==> src/rtl/hdlc_rx_channel_if.sv <==
// Line side and Rx_* result signals of the HDLC receive channel.
// The line driver is the master; the receive channel is the slave.
interface hdlc_rx_channel_if;
  logic       Rx;
  logic       RxEN;
  logic [7:0] Rx_Data;
  logic       Rx_NewByte;
  logic       Rx_FlagDetect;
  logic       Rx_AbortDetect;
  logic       Rx_ValidFrame;
  logic       Rx_StartZeroDetect;
  logic       Rx_StartFCS;
  logic       Rx_StopFCS;
  logic       Rx_EoF;
  logic       Rx_FrameError;
  logic       Rx_AbortSignal;

  modport master (
    output Rx, RxEN,
    input  Rx_Data, Rx_NewByte, Rx_FlagDetect, Rx_AbortDetect, Rx_ValidFrame,
           Rx_StartZeroDetect, Rx_StartFCS, Rx_StopFCS, Rx_EoF, Rx_FrameError,
           Rx_AbortSignal
  );

  modport slave (
    input  Rx, RxEN,
    output Rx_Data, Rx_NewByte, Rx_FlagDetect, Rx_AbortDetect, Rx_ValidFrame,
           Rx_StartZeroDetect, Rx_StartFCS, Rx_StopFCS, Rx_EoF, Rx_FrameError,
           Rx_AbortSignal
  );
endinterface

==> src/rtl/hdlc_rx_channel.sv <==
// HDLC bit-level receiver: flag hunt, zero destuffing, abort detection and LSB-first
// byte assembly with frame delimiter / error pulses.
module hdlc_rx_channel #(
  parameter int unsigned IDLE_ONES = 7
) (
  input logic               Clk,
  input logic               Rst,
  hdlc_rx_channel_if.slave  bus
);

  // Abort pattern: a 0 followed by IDLE_ONES ones, oldest bit at [0].
  localparam logic [7:0] AbortMask = 8'(8'hFF << (7 - IDLE_ONES));
  localparam logic [7:0] AbortPat  = 8'(8'hFF << (8 - IDLE_ONES));

  typedef enum logic [1:0] {StIdle, StFlagSeen, StInFrame} state_e;

  logic       rxd_q, rxd_d;
  logic       rxd_vld_q, rxd_vld_d;
  logic [7:0] raw_q, raw_d;
  logic [7:0] raw_vld_q, raw_vld_d;
  logic [7:0] shift_q, shift_d;
  logic [2:0] ones_q, ones_d;
  logic [2:0] bit_cnt_q, bit_cnt_d;
  logic       byte_cmp_q, byte_cmp_d;
  state_e     state_q, state_d;
  logic [7:0] data_q, data_d;
  logic       new_byte_q, new_byte_d;
  logic       valid_q, valid_d;
  logic       start_fcs_q, start_fcs_d;
  logic       stop_fcs_q, stop_fcs_d;
  logic       eof_q, eof_d;
  logic       frame_err_q, frame_err_d;
  logic       abort_sig_q, abort_sig_d;

  logic flag_det, abort_det, stuffed;

  // Detection waits for eight genuine line bits so the cleared register cannot mimic an abort.
  assign flag_det  = (&raw_vld_q) && (raw_q == 8'h7E);
  assign abort_det = (&raw_vld_q) && ((raw_q & AbortMask) == AbortPat);
  assign stuffed   = (state_q != StIdle) && !rxd_q && (ones_q == 3'd5);

  always_comb begin
    rxd_d      = bus.Rx;
    rxd_vld_d  = 1'b1;
    raw_d      = {rxd_q, raw_q[7:1]};
    raw_vld_d  = {rxd_vld_q, raw_vld_q[7:1]};
    ones_d     = rxd_q ? ((ones_q == 3'd7) ? 3'd7 : ones_q + 3'd1) : 3'd0;
    shift_d    = shift_q;
    bit_cnt_d  = bit_cnt_q;
    byte_cmp_d = 1'b0;
    if (!stuffed) begin
      shift_d    = {rxd_q, shift_q[7:1]};
      bit_cnt_d  = bit_cnt_q + 3'd1;
      byte_cmp_d = (bit_cnt_q == 3'd7);
    end
    // The bit shifted alongside a flag detect is the first bit of the next byte.
    if (flag_det) begin
      bit_cnt_d  = stuffed ? 3'd0 : 3'd1;
      byte_cmp_d = 1'b0;
    end
  end

  always_comb begin
    state_d     = state_q;
    data_d      = data_q;
    valid_d     = valid_q;
    new_byte_d  = 1'b0;
    start_fcs_d = 1'b0;
    stop_fcs_d  = 1'b0;
    eof_d       = 1'b0;
    frame_err_d = 1'b0;
    abort_sig_d = 1'b0;
    unique case (state_q)
      StIdle: begin
        if (flag_det) state_d = StFlagSeen;
      end
      StFlagSeen: begin
        if (abort_det) begin
          state_d = StIdle;
        end else if (!flag_det && byte_cmp_q) begin
          state_d     = StInFrame;
          valid_d     = 1'b1;
          new_byte_d  = 1'b1;
          start_fcs_d = 1'b1;
          data_d      = shift_q;
        end
      end
      StInFrame: begin
        if (abort_det) begin
          state_d     = StIdle;
          abort_sig_d = 1'b1;
          eof_d       = 1'b1;
          valid_d     = 1'b0;
        end else if (flag_det) begin
          state_d     = StFlagSeen;
          eof_d       = 1'b1;
          stop_fcs_d  = byte_cmp_q;
          frame_err_d = !byte_cmp_q;
          valid_d     = 1'b0;
        end else if (byte_cmp_q) begin
          new_byte_d = 1'b1;
          data_d     = shift_q;
        end
      end
      default: state_d = StIdle;
    endcase
  end

  always_ff @(posedge Clk) begin
    if (Rst || !bus.RxEN) begin
      rxd_q       <= 1'b0;
      rxd_vld_q   <= 1'b0;
      raw_q       <= 8'h00;
      raw_vld_q   <= 8'h00;
      shift_q     <= 8'h00;
      ones_q      <= 3'd0;
      bit_cnt_q   <= 3'd0;
      byte_cmp_q  <= 1'b0;
      state_q     <= StIdle;
      data_q      <= 8'h00;
      new_byte_q  <= 1'b0;
      valid_q     <= 1'b0;
      start_fcs_q <= 1'b0;
      stop_fcs_q  <= 1'b0;
      eof_q       <= 1'b0;
      frame_err_q <= 1'b0;
      abort_sig_q <= 1'b0;
    end else begin
      rxd_q       <= rxd_d;
      rxd_vld_q   <= rxd_vld_d;
      raw_q       <= raw_d;
      raw_vld_q   <= raw_vld_d;
      shift_q     <= shift_d;
      ones_q      <= ones_d;
      bit_cnt_q   <= bit_cnt_d;
      byte_cmp_q  <= byte_cmp_d;
      state_q     <= state_d;
      data_q      <= data_d;
      new_byte_q  <= new_byte_d;
      valid_q     <= valid_d;
      start_fcs_q <= start_fcs_d;
      stop_fcs_q  <= stop_fcs_d;
      eof_q       <= eof_d;
      frame_err_q <= frame_err_d;
      abort_sig_q <= abort_sig_d;
    end
  end

  assign bus.Rx_Data            = data_q;
  assign bus.Rx_NewByte         = new_byte_q;
  assign bus.Rx_FlagDetect      = flag_det;
  assign bus.Rx_AbortDetect     = abort_det;
  assign bus.Rx_ValidFrame      = valid_q;
  assign bus.Rx_StartZeroDetect = (state_q != StIdle);
  assign bus.Rx_StartFCS        = start_fcs_q;
  assign bus.Rx_StopFCS         = stop_fcs_q;
  assign bus.Rx_EoF             = eof_q;
  assign bus.Rx_FrameError      = frame_err_q;
  assign bus.Rx_AbortSignal     = abort_sig_q;

endmodule

==> src/flat_wrapper.sv <==
// flat-port wrapper written by rule: the top's interface ports become plain ports
module hdlc_rx_channel_flat 
#(
  parameter int unsigned IDLE_ONES = 7
)
  (Clk, Rst, bus_Rx, bus_RxEN, bus_Rx_Data, bus_Rx_NewByte, bus_Rx_FlagDetect, bus_Rx_AbortDetect, bus_Rx_ValidFrame, bus_Rx_StartZeroDetect, bus_Rx_StartFCS, bus_Rx_StopFCS, bus_Rx_EoF, bus_Rx_FrameError, bus_Rx_AbortSignal);
  hdlc_rx_channel_if bus_i ();
  input logic Clk;
  input logic Rst;
  input wire logic [$bits(bus_i.Rx)-1:0] bus_Rx;
  input wire logic [$bits(bus_i.RxEN)-1:0] bus_RxEN;
  output wire logic [$bits(bus_i.Rx_Data)-1:0] bus_Rx_Data;
  output wire logic [$bits(bus_i.Rx_NewByte)-1:0] bus_Rx_NewByte;
  output wire logic [$bits(bus_i.Rx_FlagDetect)-1:0] bus_Rx_FlagDetect;
  output wire logic [$bits(bus_i.Rx_AbortDetect)-1:0] bus_Rx_AbortDetect;
  output wire logic [$bits(bus_i.Rx_ValidFrame)-1:0] bus_Rx_ValidFrame;
  output wire logic [$bits(bus_i.Rx_StartZeroDetect)-1:0] bus_Rx_StartZeroDetect;
  output wire logic [$bits(bus_i.Rx_StartFCS)-1:0] bus_Rx_StartFCS;
  output wire logic [$bits(bus_i.Rx_StopFCS)-1:0] bus_Rx_StopFCS;
  output wire logic [$bits(bus_i.Rx_EoF)-1:0] bus_Rx_EoF;
  output wire logic [$bits(bus_i.Rx_FrameError)-1:0] bus_Rx_FrameError;
  output wire logic [$bits(bus_i.Rx_AbortSignal)-1:0] bus_Rx_AbortSignal;
  assign bus_i.Rx = bus_Rx;
  assign bus_i.RxEN = bus_RxEN;
  assign bus_Rx_Data = bus_i.Rx_Data;
  assign bus_Rx_NewByte = bus_i.Rx_NewByte;
  assign bus_Rx_FlagDetect = bus_i.Rx_FlagDetect;
  assign bus_Rx_AbortDetect = bus_i.Rx_AbortDetect;
  assign bus_Rx_ValidFrame = bus_i.Rx_ValidFrame;
  assign bus_Rx_StartZeroDetect = bus_i.Rx_StartZeroDetect;
  assign bus_Rx_StartFCS = bus_i.Rx_StartFCS;
  assign bus_Rx_StopFCS = bus_i.Rx_StopFCS;
  assign bus_Rx_EoF = bus_i.Rx_EoF;
  assign bus_Rx_FrameError = bus_i.Rx_FrameError;
  assign bus_Rx_AbortSignal = bus_i.Rx_AbortSignal;
  hdlc_rx_channel #(.IDLE_ONES(IDLE_ONES)) u_core (.Clk(Clk), .Rst(Rst), .bus(bus_i));
endmodule
==> config.mk <==
export PLATFORM = sky130hd
export DESIGN_NAME = hdlc_rx_channel_flat
export DESIGN_NICKNAME = d
export VERILOG_FILES = /design/src/rtl/hdlc_rx_channel_if.sv /design/src/rtl/hdlc_rx_channel.sv /design/src/flat_wrapper.sv
export SDC_FILE = /design/constraint.sdc
export NUM_CORES = 1
export LEC_CHECK = 0
export BUFFER_PORTS_ARGS = -buffer_cell sky130_fd_sc_hd__buf_2
export CAP_MARGIN = 20
export CORE_MARGIN = 2
export CORE_UTILIZATION = 56
export DETAILED_ROUTE_END_ITERATION = 8
export GPL_ROUTABILITY_DRIVEN = 0
export PLACE_DENSITY_LB_ADDON = 0.3
export SLEW_MARGIN = 40
export SYNTH_ARGS = -nofsm -noshare
export SYNTH_HDL_FRONTEND = slang
export SYNTH_SLANG_ARGS = --single-unit
==> constraint.sdc <==
create_clock -name Clk -period 2.25 [get_ports Clk]
set_clock_uncertainty 0.05 [all_clocks]
set_input_delay 0.3375 -clock Clk [delete_from_list [all_inputs] [get_ports Clk]]
set_output_delay 0.3375 -clock Clk [all_outputs]
set_load 0.01 [all_outputs]
==> results by group <==
Timing
  • Share of the cycle needed by the critical path after routing: 94.59%
  • Hold Fails Final Rpt: 0
  • # setup viols final: 0
  • Setup TNS: 0 ns
  • Worst Slack Setup Final: 0.1216 ns
  • RSZ-0062 raised after global routing: false
  • Slew margin rel.: 67.09%
  • Min Tclk post-route: 2.128 ns
  • Achievable Freq: 0.4698 GHz
  • Slew at the pin closest to its max-slew limit: 0.4904 ns
  • Max-slew violations: 0

Min path
  • Hold Path Class: in2reg

Yosys
  • Top post-synthesis cells by area: dfxtp_1 54%, a21oi_1 6.3%, ha_1 5.4%
  • Flops & latches, synth: 50
  • Unique masters post-synth: 29
  • Post-synth EDFFs: 0
  • Post-synth top area cell: dfxtp_1
  • Post-synth top flop: dfxtp_1
  • Synth top area share: 54.46%
  • Syn Area/Cell: 9.099 sq um
  • Asr flop ratio synth: 0%
  • Seq/Total Area, Yosys: 54.46%
  • Mapped cell area: 0.001838 sq mm
  • Total of warnings raised by yosys: 0
  • Most frequent cells after synthesis: 50 x dfxtp_1, 26 x nand2_1, 23 x a21oi_1
  • Most frequent cell after synthesis: dfxtp_1
  • Syn_nets: 214
  • Cell count after synthesis: 202

Global routing
  • GRT Total Usage: 22.73%
  • Largest net degree at the start of global routing: 20
  • First-pass GRT wire length: 6030 um
  • Vias in the first global route: 1336
  • Initial antenna violation count: 0
  • Grt total ovfl: 0

Pwr
  • Comb power frac: 1.8%
  • Sequential share of power: 62.3%
  • P_int: 1.133 mW
  • Leak: 0.8370 nW
  • Clock share of power: 35.9%
  • Total power: 1.435 mW
  • Maximum vdd ir drop: 0.0005754 V
  • NetSw: 302.2 uW
  • P per Cell Area: 692.3 mW/mm^2
  • Switching portion of total power: 21.05%

Die
  • Row count: 20
  • Chip Height: 61.29 um
  • Core ar.: 0.003078 sq mm
  • Die area: 0.003756 sq mm
  • I/O pins: 22
  • Initial Util: 59.72%
  • Die W: 61.29 um

Clock tree
  • Cts hold-fix bufs: 0
  • CTS tree: done
  • Worst-skew pair later-pin latency: 0.38 ns
  • Total CTS buffers: 5
  • # H-tree levels: 2
  • Clock slew at reported path FFs: 0.15 ns
  • Setup bufs post-CTS: 0
  • Clk sink count: 50
  • Root buffer cell: clkbuf_4
  • Clk buf depth: 2

Drt
  • DR pass1 iterations: 5
  • Drt wl/cell: 13.77 um
  • Drt drc: 0
  • Vias per inst: 5.384
  • WL final: 3690 um
  • Via Count: 1443
  • DRT antenna net count: 0
  • Initial DRC count: 121

Critical path
  • Crit path max fanout: 12
  • Critical Path Source Type: flip-flop
  • Crit end category: primary output
  • Crit path arrival time: 1.74 ns
  • WP data required: 1.86 ns
  • Crit path kind: reg2out

Cells and area
  • N_diodes: 0
  • Nets: 235
  • Area growth syn-to-layout: 12.80%
  • Share of layout cells above drive strength 1: 16.52%

Flow run
  • Total of max-cap violations: 0

Status
  • Status: finished, final reports clean

Placement
  • Setup WS pre-CTS: 0.3479 ns
  • Half-perimeter wire length after detailed placement: 2631 um
  • I/O Buffers: 21
## layer usage
layer  vias up  GRT usage, %  part of all wire [%]
met5         -             0                     0
met4         0         8.696                   1.6
met3         5         7.563                   6.2
met2        40         36.47                    47
met1       675         28.40                    45
li1        723             -                     -
## area by class of cell
class | count | area [sq um]
inverters | 8 | 30.03
flip-flops and latches | 50 | 1001
multi-input cells | 132 | 762.0
well taps | 44 | 55.05
clock inverters | 3 | 45.04
clock buffers | 5 | 37.54
fillers | 246 | 1005
repair buffers | 26 | 142.6
## state kept, by name (all words and copies together), names as in the netlist, 2 cells and up
name and cells:
u_core.state_q 2, u_core.ones_q 3, u_core.bus.Rx_Data 8, u_core.shift_q 8, u_core.bit_cnt_q 3, u_core.raw_vld_q 8
u_core.raw_q 8
## path summary, 6_finish.rpt
kind / startpoint / endpoint / slack, ns / cells after the start
worst max register to register: u_core.state_q[1] / u_core.bit_cnt_q[2] / 0.46 / 6
worst min register to register: u_core.rxd_vld_q / u_core.raw_vld_q[7] / 0.40 / 1
worst max-delay path: u_core.raw_q[5] / bus_Rx_FlagDetect / 0.12 / 4
worst min-delay path: bus_Rx / u_core.rxd_q / 0.11 / 2
## layout by cell type (no fill, tap or decap), types with 5 or more instances in the layout
master	n
o21ai_0	11
and2_1	15
clkbuf_4	5
buf_2	21
nor2_1	11
buf_4	5
nand2_1	26
a21oi_1	23
nand3_1	10
inv_1	8
dfxtp_1	50
ha_1	8
## cell families after synthesis
family	after synthesis	synth area share, %
DFF	50	54.46
and+or+nand+nor	82	23.15
muxes	1	0.5446
adders and majority gates	8	5.446
AOI/OAI and AO/OA	41	12.12
buffers and inverters	20	4.288
## through the flow
stage | instance area [sq um] | utilization, % | std cells | hold WS (ns)
after floorplan | 1838 | - | 202 | 0.3557
after global placement | 1987 | 64.55 | 260 | 0.3622
after detailed placement | 1987 | 64.55 | 260 | 0.3792
after CTS | 2073 | 67.36 | 268 | 0.1005
after global routing | 2073 | 67.36 | 268 | 0.1104
final | 2073 | 67.36 | 268 | 0.1081
## power groups by stage
stage | registers [mW] | logic (mW) | clock network [mW]
final | 0.894 | 0.0265 | 0.515
after global placement | 0.914 | 0.0251 | 0
after CTS | 0.894 | 0.0264 | 0.518
after global routing | 0.895 | 0.0300 | 0.555
after floorplan | 0.912 | 0.0183 | 0
after detailed placement | 0.914 | 0.0262 | 0
## worst max-delay path, cell delays in order (launching register included)
cell and delay, ns:
dfxtp_1 0.38, nand3_1 0.10, or4_4 0.63, nor2_1 0.12, buf_2 0.14
## repair_timing
| item | CTS | global route |
|---|---|---|
| setup endpoints to repair | 2 | 1 |
| pin swaps | 0 | 1 |
| gates resized for setup | 1 | 0 |
Note: power is estimated with default switching activity, not from simulation.
